File: src/rtl/lock_input_cond.sv
// ---------------------------------------------------------------------------
// lock_input_cond
//
// Input conditioner that sits directly in front of the digital-lock core.
// It synchronizes and debounces the raw enter button and the 4-bit digit
// switches. It then hands the core two things:
//   * a single-cycle enter strobe;
//   * a digit bus that is guaranteed stable around that strobe.
//
// Ports:
//   clk          in   1  system clock
//   reset        in   1  asynchronous, active-high reset
//   enter_raw    in   1  raw enter button (asynchronous to clk)
//   digit_raw    in   4  raw digit switches (asynchronous to clk)
//   enter_pulse  out  1  one-cycle accepted-entry strobe
//   digit_out    out  4  debounced digit, frozen while the button is held
//   digit_valid  out  1  digit bus stable for >= DEBOUNCE_CYCLES cycles
//   reject_cnt   out  8  rejected-press counter (only with the macro below)
//
// Optional feature macro: LOCK_INPUT_REJECT_CNT_EN
//   When defined, the reject_cnt port and its saturating counter exist.
//   A press is rejected when the button is accepted while the digit is not
//   yet valid. When undefined, rejected presses are silently dropped.
// ---------------------------------------------------------------------------
module lock_input_cond #(
    parameter int DEBOUNCE_CYCLES = 16,
    parameter int SYNC_STAGES     = 2
) (
    input  logic       clk,
    input  logic       reset,
    input  logic       enter_raw,
    input  logic [3:0] digit_raw,
    output logic       enter_pulse,
    output logic [3:0] digit_out,
    output logic       digit_valid
`ifdef LOCK_INPUT_REJECT_CNT_EN
    ,
    output logic [7:0] reject_cnt
`endif
);

    localparam int CNT_W = $clog2(DEBOUNCE_CYCLES + 1);
    localparam logic [CNT_W-1:0] DEB_MAX  = CNT_W'(DEBOUNCE_CYCLES);
    localparam logic [CNT_W-1:0] DEB_LAST = CNT_W'(DEBOUNCE_CYCLES - 1);
    localparam logic [CNT_W-1:0] CNT_ONE  = CNT_W'(1);

    typedef enum logic {
        ST_IDLE    = 1'b0,
        ST_PRESSED = 1'b1
    } state_t;

    // Synchronizer chains; the last stage is the only copy used downstream.
    logic [SYNC_STAGES-1:0]      enter_sync_q;
    logic [SYNC_STAGES-1:0][3:0] digit_sync_q;
    logic                        enter_sync_s;
    logic [3:0]                  digit_sync_s;

    // Enter debounce state.
    logic [CNT_W-1:0] enter_cnt_q, enter_cnt_d;
    logic             enter_db_q,  enter_db_d;

    // Digit debounce state.
    logic [3:0]       dig_cand_q,    dig_cand_d;
    logic [CNT_W-1:0] dig_cnt_q,     dig_cnt_d;
    logic             digit_valid_q, digit_valid_d;

    // FSM and registered outputs.
    state_t     state_q, state_d;
    logic       enter_pulse_q, enter_pulse_d;
    logic [3:0] digit_out_q,   digit_out_d;

    assign enter_sync_s = enter_sync_q[SYNC_STAGES-1];
    assign digit_sync_s = digit_sync_q[SYNC_STAGES-1];

    // Synchronizer shift registers for the button and every digit bit.
    always_ff @(posedge clk or posedge reset) begin
        if (reset) begin
            enter_sync_q <= '0;
            digit_sync_q <= '0;
        end else begin
            enter_sync_q <= {enter_sync_q[SYNC_STAGES-2:0], enter_raw};
            digit_sync_q <= {digit_sync_q[SYNC_STAGES-2:0], digit_raw};
        end
    end

    // Enter debounce: the accepted level flips only after DEBOUNCE_CYCLES
    // consecutive cycles of disagreement. Any agreement restarts the count.
    always_comb begin
        enter_cnt_d = enter_cnt_q;
        enter_db_d  = enter_db_q;
        if (enter_sync_s == enter_db_q) begin
            enter_cnt_d = '0;
        end else if (enter_cnt_q == DEB_LAST) begin
            enter_db_d  = ~enter_db_q;
            enter_cnt_d = '0;
        end else begin
            enter_cnt_d = enter_cnt_q + CNT_ONE;
        end
    end

    // Digit debounce: the bus is treated as one value. Any change restarts
    // the stability window. Valid is asserted when the counter saturates.
    always_comb begin
        dig_cand_d    = dig_cand_q;
        dig_cnt_d     = dig_cnt_q;
        digit_valid_d = digit_valid_q;
        if (digit_sync_s != dig_cand_q) begin
            dig_cand_d    = digit_sync_s;
            dig_cnt_d     = '0;
            digit_valid_d = 1'b0;
        end else begin
            if (dig_cnt_q != DEB_MAX) begin
                dig_cnt_d = dig_cnt_q + CNT_ONE;
            end else begin
                dig_cnt_d = dig_cnt_q;
            end
            digit_valid_d = (dig_cnt_d == DEB_MAX);
        end
    end

    // FSM next-state logic: follows the debounced button level.
    always_comb begin
        state_d = state_q;
        case (state_q)
            ST_IDLE: begin
                if (enter_db_q) begin
                    state_d = ST_PRESSED;
                end else begin
                    state_d = ST_IDLE;
                end
            end
            ST_PRESSED: begin
                if (!enter_db_q) begin
                    state_d = ST_IDLE;
                end else begin
                    state_d = ST_PRESSED;
                end
            end
            default: state_d = ST_PRESSED;
        endcase
    end

    // FSM output logic.
    // A press pulses only if the digit was already valid.
    // digit_out tracks the candidate only in IDLE, and only when no press is
    // accepted on the same edge, so the freeze wins on simultaneous events.
    always_comb begin
        enter_pulse_d = 1'b0;
        digit_out_d   = digit_out_q;
        case (state_q)
            ST_IDLE: begin
                if (enter_db_q) begin
                    enter_pulse_d = digit_valid_q;
                end else if (digit_valid_q) begin
                    digit_out_d = dig_cand_q;
                end else begin
                    digit_out_d = digit_out_q;
                end
            end
            ST_PRESSED: begin
                digit_out_d = digit_out_q;
            end
            default: begin
                enter_pulse_d = 1'b0;
                digit_out_d   = digit_out_q;
            end
        endcase
    end

    // State, debounce and output registers.
    // Reset parks the FSM in PRESSED with the button seen as pressed, so a
    // button held through reset must first be released before it can count.
    always_ff @(posedge clk or posedge reset) begin
        if (reset) begin
            enter_cnt_q   <= '0;
            enter_db_q    <= 1'b1;
            dig_cand_q    <= 4'h0;
            dig_cnt_q     <= '0;
            digit_valid_q <= 1'b0;
            state_q       <= ST_PRESSED;
            enter_pulse_q <= 1'b0;
            digit_out_q   <= 4'h0;
        end else begin
            enter_cnt_q   <= enter_cnt_d;
            enter_db_q    <= enter_db_d;
            dig_cand_q    <= dig_cand_d;
            dig_cnt_q     <= dig_cnt_d;
            digit_valid_q <= digit_valid_d;
            state_q       <= state_d;
            enter_pulse_q <= enter_pulse_d;
            digit_out_q   <= digit_out_d;
        end
    end

    assign enter_pulse = enter_pulse_q;
    assign digit_out   = digit_out_q;
    assign digit_valid = digit_valid_q;

`ifdef LOCK_INPUT_REJECT_CNT_EN
    logic       reject_s;
    logic [7:0] reject_cnt_q, reject_cnt_d;

    assign reject_s = (state_q == ST_IDLE) && enter_db_q && !digit_valid_q;

    // Saturating count of presses accepted while the digit was unstable.
    always_comb begin
        reject_cnt_d = reject_cnt_q;
        if (reject_s && (reject_cnt_q != 8'hFF)) begin
            reject_cnt_d = reject_cnt_q + 8'h01;
        end else begin
            reject_cnt_d = reject_cnt_q;
        end
    end

    // Reject counter register; cleared only by reset.
    always_ff @(posedge clk or posedge reset) begin
        if (reset) begin
            reject_cnt_q <= 8'h00;
        end else begin
            reject_cnt_q <= reject_cnt_d;
        end
    end

    assign reject_cnt = reject_cnt_q;
`endif

endmodule

File: config.mk
export PLATFORM = sky130hd
export DESIGN_NAME = lock_input_cond
export DESIGN_NICKNAME = d
export VERILOG_FILES = /design/src/rtl/lock_input_cond.sv
export SDC_FILE = /design/constraint.sdc
export NUM_CORES = 1
export LEC_CHECK = 0
export CORE_MARGIN = 2
export CORE_UTILIZATION = 45
export DETAILED_ROUTE_END_ITERATION = 8
export GPL_ROUTABILITY_DRIVEN = 0
export PLACE_DENSITY = 0.76
export SLEW_MARGIN = 10
export SYNTH_ARGS = -nofsm -noshare
export SYNTH_HDL_FRONTEND = slang
export SYNTH_SLANG_ARGS = --single-unit
File: constraint.sdc
create_clock -name clk -period 1.85 [get_ports clk]
set_input_delay 0.185 -clock clk [delete_from_list [all_inputs] [get_ports clk]]
set_output_delay 0.185 -clock clk [all_outputs]
set_load 0.02 [all_outputs]
==> results.txt <==
- PwrDens: 849.9 nW/um^2
- Final routed wirelength across all metal layers: 1674 microns
* Top post-synthesis cells by area: sky130_fd_sc_hd__dfrtp_1 (64%), sky130_fd_sc_hd__mux2_2 (5.8%), sky130_fd_sc_hd__dfstp_2 (4.5%)
- Clock-pin transition on the worst setup and hold timing paths: 0.09 ns
* Netlist Area Pre-Place: 1169 sq um
- By count the netlist is led by sky130_fd_sc_hd__dfrtp_1 (30), sky130_fd_sc_hd__nor2_1 (8), sky130_fd_sc_hd__mux2_2 (6).
* Maximum fanout along the worst path: 3
- Before antenna repair, the detailed router went through 4 iterations.
* Final Max Tran Viols: 0
- Counting the fill cells in the layout gives 215.
- Summed over all layers, the global routing overflow is 0.
- Post-synthesis average cell area: 14.08 sq um
- Number of global-route vias before repair: 602
- Distinct cell type count after synthesis: 19
* Top-level I/O count: 13
- Initial antenna violation count: 0
* Vias: 627
* Share of layout cells above drive strength 1: 19.00%
* Max-cap violations: 0
* Startpoint of the lowest-slack register-to-register path: dig_cnt_q[0]$_DFF_PP0_
- Share of cell area taken by muxes after synthesis: 5.782%
- Yosys mapped a number of flops with a built-in enable equal to 0.
- Of the total synthesized cell area, the portion taken by AND, OR, NAND and NOR gates is 11.35%.
- Starting Density: 47.17%
* Adder-cell share of the synthesized area: 3.212%
- Detailed placement HPWL: 1248 microns
- The endpoint identified for the worst register-to-register timing path is digit_valid$_DFF_PP0_.
- Main flop type after synthesis: sky130_fd_sc_hd__dfrtp_1
- Initial detailed-routing violation count: 9
* Min Tclk post-route: 1.533 ns
- Total clock buffers created by CTS: 5
- Cells fill 56.21% of the core in the end.
- Area after detailed placement: 1331 sq um
- Share of Yosys cell area claimed by the top area cell type: 64.24%
- Post-DR vias/cell: 4.823
* Area leader, netlist: sky130_fd_sc_hd__dfrtp_1
- Synthesis-stage register bit count: 32
- Main combinational cell family by area after synthesis: simple AND/OR/NAND/NOR gates
- Final hold violations: 0
- After the last flow step, the layout net total stands at 109.
- For this design, the sink count on the clock tree is 32.
* Synthesized instance count: 83
- Area of the die: 3021 sq um
- In this run the deepest clock path goes through 2 buffers.
- Routed length per placed instance: 12.88 microns
* Pin count of the biggest net entering global routing: 22
- Number of antenna repair diodes: 0
- Synthesized Nets: 93
* Clock latency reported for the late side of the worst-skew pair: 0.32 ns
* Slew of the pin with the lowest slew margin: 0.4707 ns
* Vertical extent of the die: 54.96 microns
- With fillers left out, the area of the finished cells amounts to 1393 sq um.
* Crit path launch type: flop
* Sequential fraction of the synthesis area: 68.74%
* Clk Tree Root Cell: sky130_fd_sc_hd__clkbuf_4
* Number of gates resized after cts: 0
- In this run the register-to-register setup slack is 0.32 ns.
* R2R depth: 6
- Most used standard cell by instance count after synthesis: sky130_fd_sc_hd__dfrtp_1
- Port Buffers: 12
- For the worst setup path, the data arrival time is 1.76 ns.
- Area added between synthesis and finish: 19.17%
- Worst clock skew: 0.005787 ns
- The flow ran to the end, and the final reports show no timing, DRC or antenna violations.
- After Yosys synthesis, XOR and XNOR cells account for 7.495% of the synthesized area.
- Headroom to the max-slew limit came out at 68.59%.
- Setup violations remaining at the end of the flow were counted as 0.
- IR analysis of the VDD net gives a maximum drop of 735.9 uV.
- For the worst setup path, the data required time is 2.08 ns.
- Global routing consumed, over all layers together, 14.14% of the routing resources.
- Total DRC errors in the routed layout: 0
* First-pass GRT wire length: 2677 microns
* CTS tree: yes
* Path class of the lowest-slack min-delay path: input port to async pin
- Setup repair after global routing left no endpoint under its margin.
- Adding up every negative setup slack in the final design gives 0 ns.
- In this run the standard cell core region covers 2477 sq um.
* Count of H-tree levels built during CTS: 2
- Number of nets still failing antenna checks after routing: 0
- Upper clock frequency limit: 652.4 MHz
- Share of the cycle needed by the critical path after routing: 82.86%
* Number of setup buffers added after CTS: 0
- By startpoint and endpoint, the worst setup path is classified as flop to flop.
- Number of buffers inserted for hold repair after clock tree synthesis: 0
- X dimension of the die: 54.96 microns
* Yosys synthesis warning count: 0
- Critical path startpoint: dig_cnt_q[0]$_DFF_PP0_
* FFs w/ async S/R, synth: 100.0%
- The synthesized netlist devotes 0.8565% of its cell area to compound gates.
- The worst setup path is captured at a flop.
* Leak Pwr: 0.6461 nW
- The floorplan has 18 rows.
layout by cell type, fill, tap and decap left out, types with 2 or more instances in the layout:
cell / count
sky130_fd_sc_hd__nand3_1: 5
sky130_fd_sc_hd__clkdlybuf4s50_1: 12
sky130_fd_sc_hd__clkinv_2: 2
sky130_fd_sc_hd__o21ai_0: 2
sky130_fd_sc_hd__dfstp_2: 2
sky130_fd_sc_hd__and2_1: 2
sky130_fd_sc_hd__xor2_1: 5
sky130_fd_sc_hd__ha_1: 3
sky130_fd_sc_hd__mux2_2: 6
sky130_fd_sc_hd__xnor2_1: 5
sky130_fd_sc_hd__clkbuf_4: 5
sky130_fd_sc_hd__dfrtp_1: 30
sky130_fd_sc_hd__nor2_1: 8
sky130_fd_sc_hd__inv_1: 4
registers in the layout, summed over array words and instances, names as in the netlist:
register      count
dig_cnt_q         5
enter_cnt_q       5
dig_cand_q        4
digit_out         4
digit_sync_q      4
digit_sync_s      4
enter_sync_q      2
digit_valid       1
enter_db_q        1
enter_pulse       1
state_q           1
metal layers:
| layer | part of all wire (%) | up-vias | track usage, % | wire length (microns) |
|---|---|---|---|---|
| li1 | - | 300 | - | - |
| met5 | 0 | - | 0 | 0 |
| met4 | 0.84 | 0 | 6.098 | 14 |
| met1 | 42 | 307 | 15.86 | 701 |
| met3 | 4.5 | 3 | 8.065 | 76 |
| met2 | 53 | 17 | 22.02 | 882 |
worst max-delay path by stage:
| stage | endpoint | slack, ns | depth (start not counted) |
|---|---|---|---|
| after floorplan | digit_valid$_DFF_PP0_ | 0.50 | 6 |
| after global placement | digit_valid$_DFF_PP0_ | 0.45 | 6 |
| after detailed placement | digit_valid$_DFF_PP0_ | 0.30 | 6 |
| after CTS | digit_valid$_DFF_PP0_ | 0.27 | 6 |
| after global routing | digit_valid$_DFF_PP0_ | 0.23 | 6 |
| final | digit_valid$_DFF_PP0_ | 0.32 | 6 |
per-stage QoR:
step / hold WS (ns) / setup slack [ns] / std cells / power (mW)
floorplan: 0.2164 / 0.4953 / 83 / 0.7804
global placement: 0.3336 / 0.4475 / 122 / 0.8030
detailed placement: 0.3371 / 0.3030 / 122 / 0.8078
CTS: 0.1742 / 0.2741 / 130 / 1.208
global route: 0.1918 / 0.2265 / 130 / 1.258
finish: 0.1736 / 0.3172 / 130 / 1.184
power breakdown:
| group | internal [mW] | switching (mW) | total, mW |
|---|---|---|---|
| Clock | 0.181 | 0.211 | 0.392 |
| Sequential | 0.721 | 0.0136 | 0.735 |
| Combinational | 0.0290 | 0.0282 | 0.0571 |
worst max-delay path, cell delays in order, from the launching register on:
cell	delay, ns
sky130_fd_sc_hd__dfrtp_1	0.39
sky130_fd_sc_hd__inv_1	0.09
sky130_fd_sc_hd__ha_1	0.21
sky130_fd_sc_hd__and4bb_1	0.22
sky130_fd_sc_hd__xnor2_1	0.20
sky130_fd_sc_hd__nand3_1	0.11
sky130_fd_sc_hd__nor4b_2	0.23
logic make-up (layout without fill, tap and decap cells):
kind of cell / Yosys count / after routing
compound gates: 2 / 2
simple gates: 22 / 22
buf+inv: 8 / 25
flops: 32 / 32
xor+xnor: 10 / 10
fa+ha+maj: 3 / 3
mux: 6 / 6
cell type report:
| cell class | instances | area, sq um | share of cell area (%) |
|---|---|---|---|
| clock buffers | 6 | 51.30 | 3.684 |
| flip-flops and latches | 32 | 803.3 | 57.68 |
| well taps | 30 | 37.54 | 2.695 |
| clock inverters | 2 | 10.01 | 0.7188 |
| multi-input cells | 43 | 335.3 | 24.08 |
| inverters | 4 | 15.01 | 1.078 |
| repair buffers | 13 | 140.1 | 10.06 |
No activity file was read; power rests on OpenSTA's default activity.
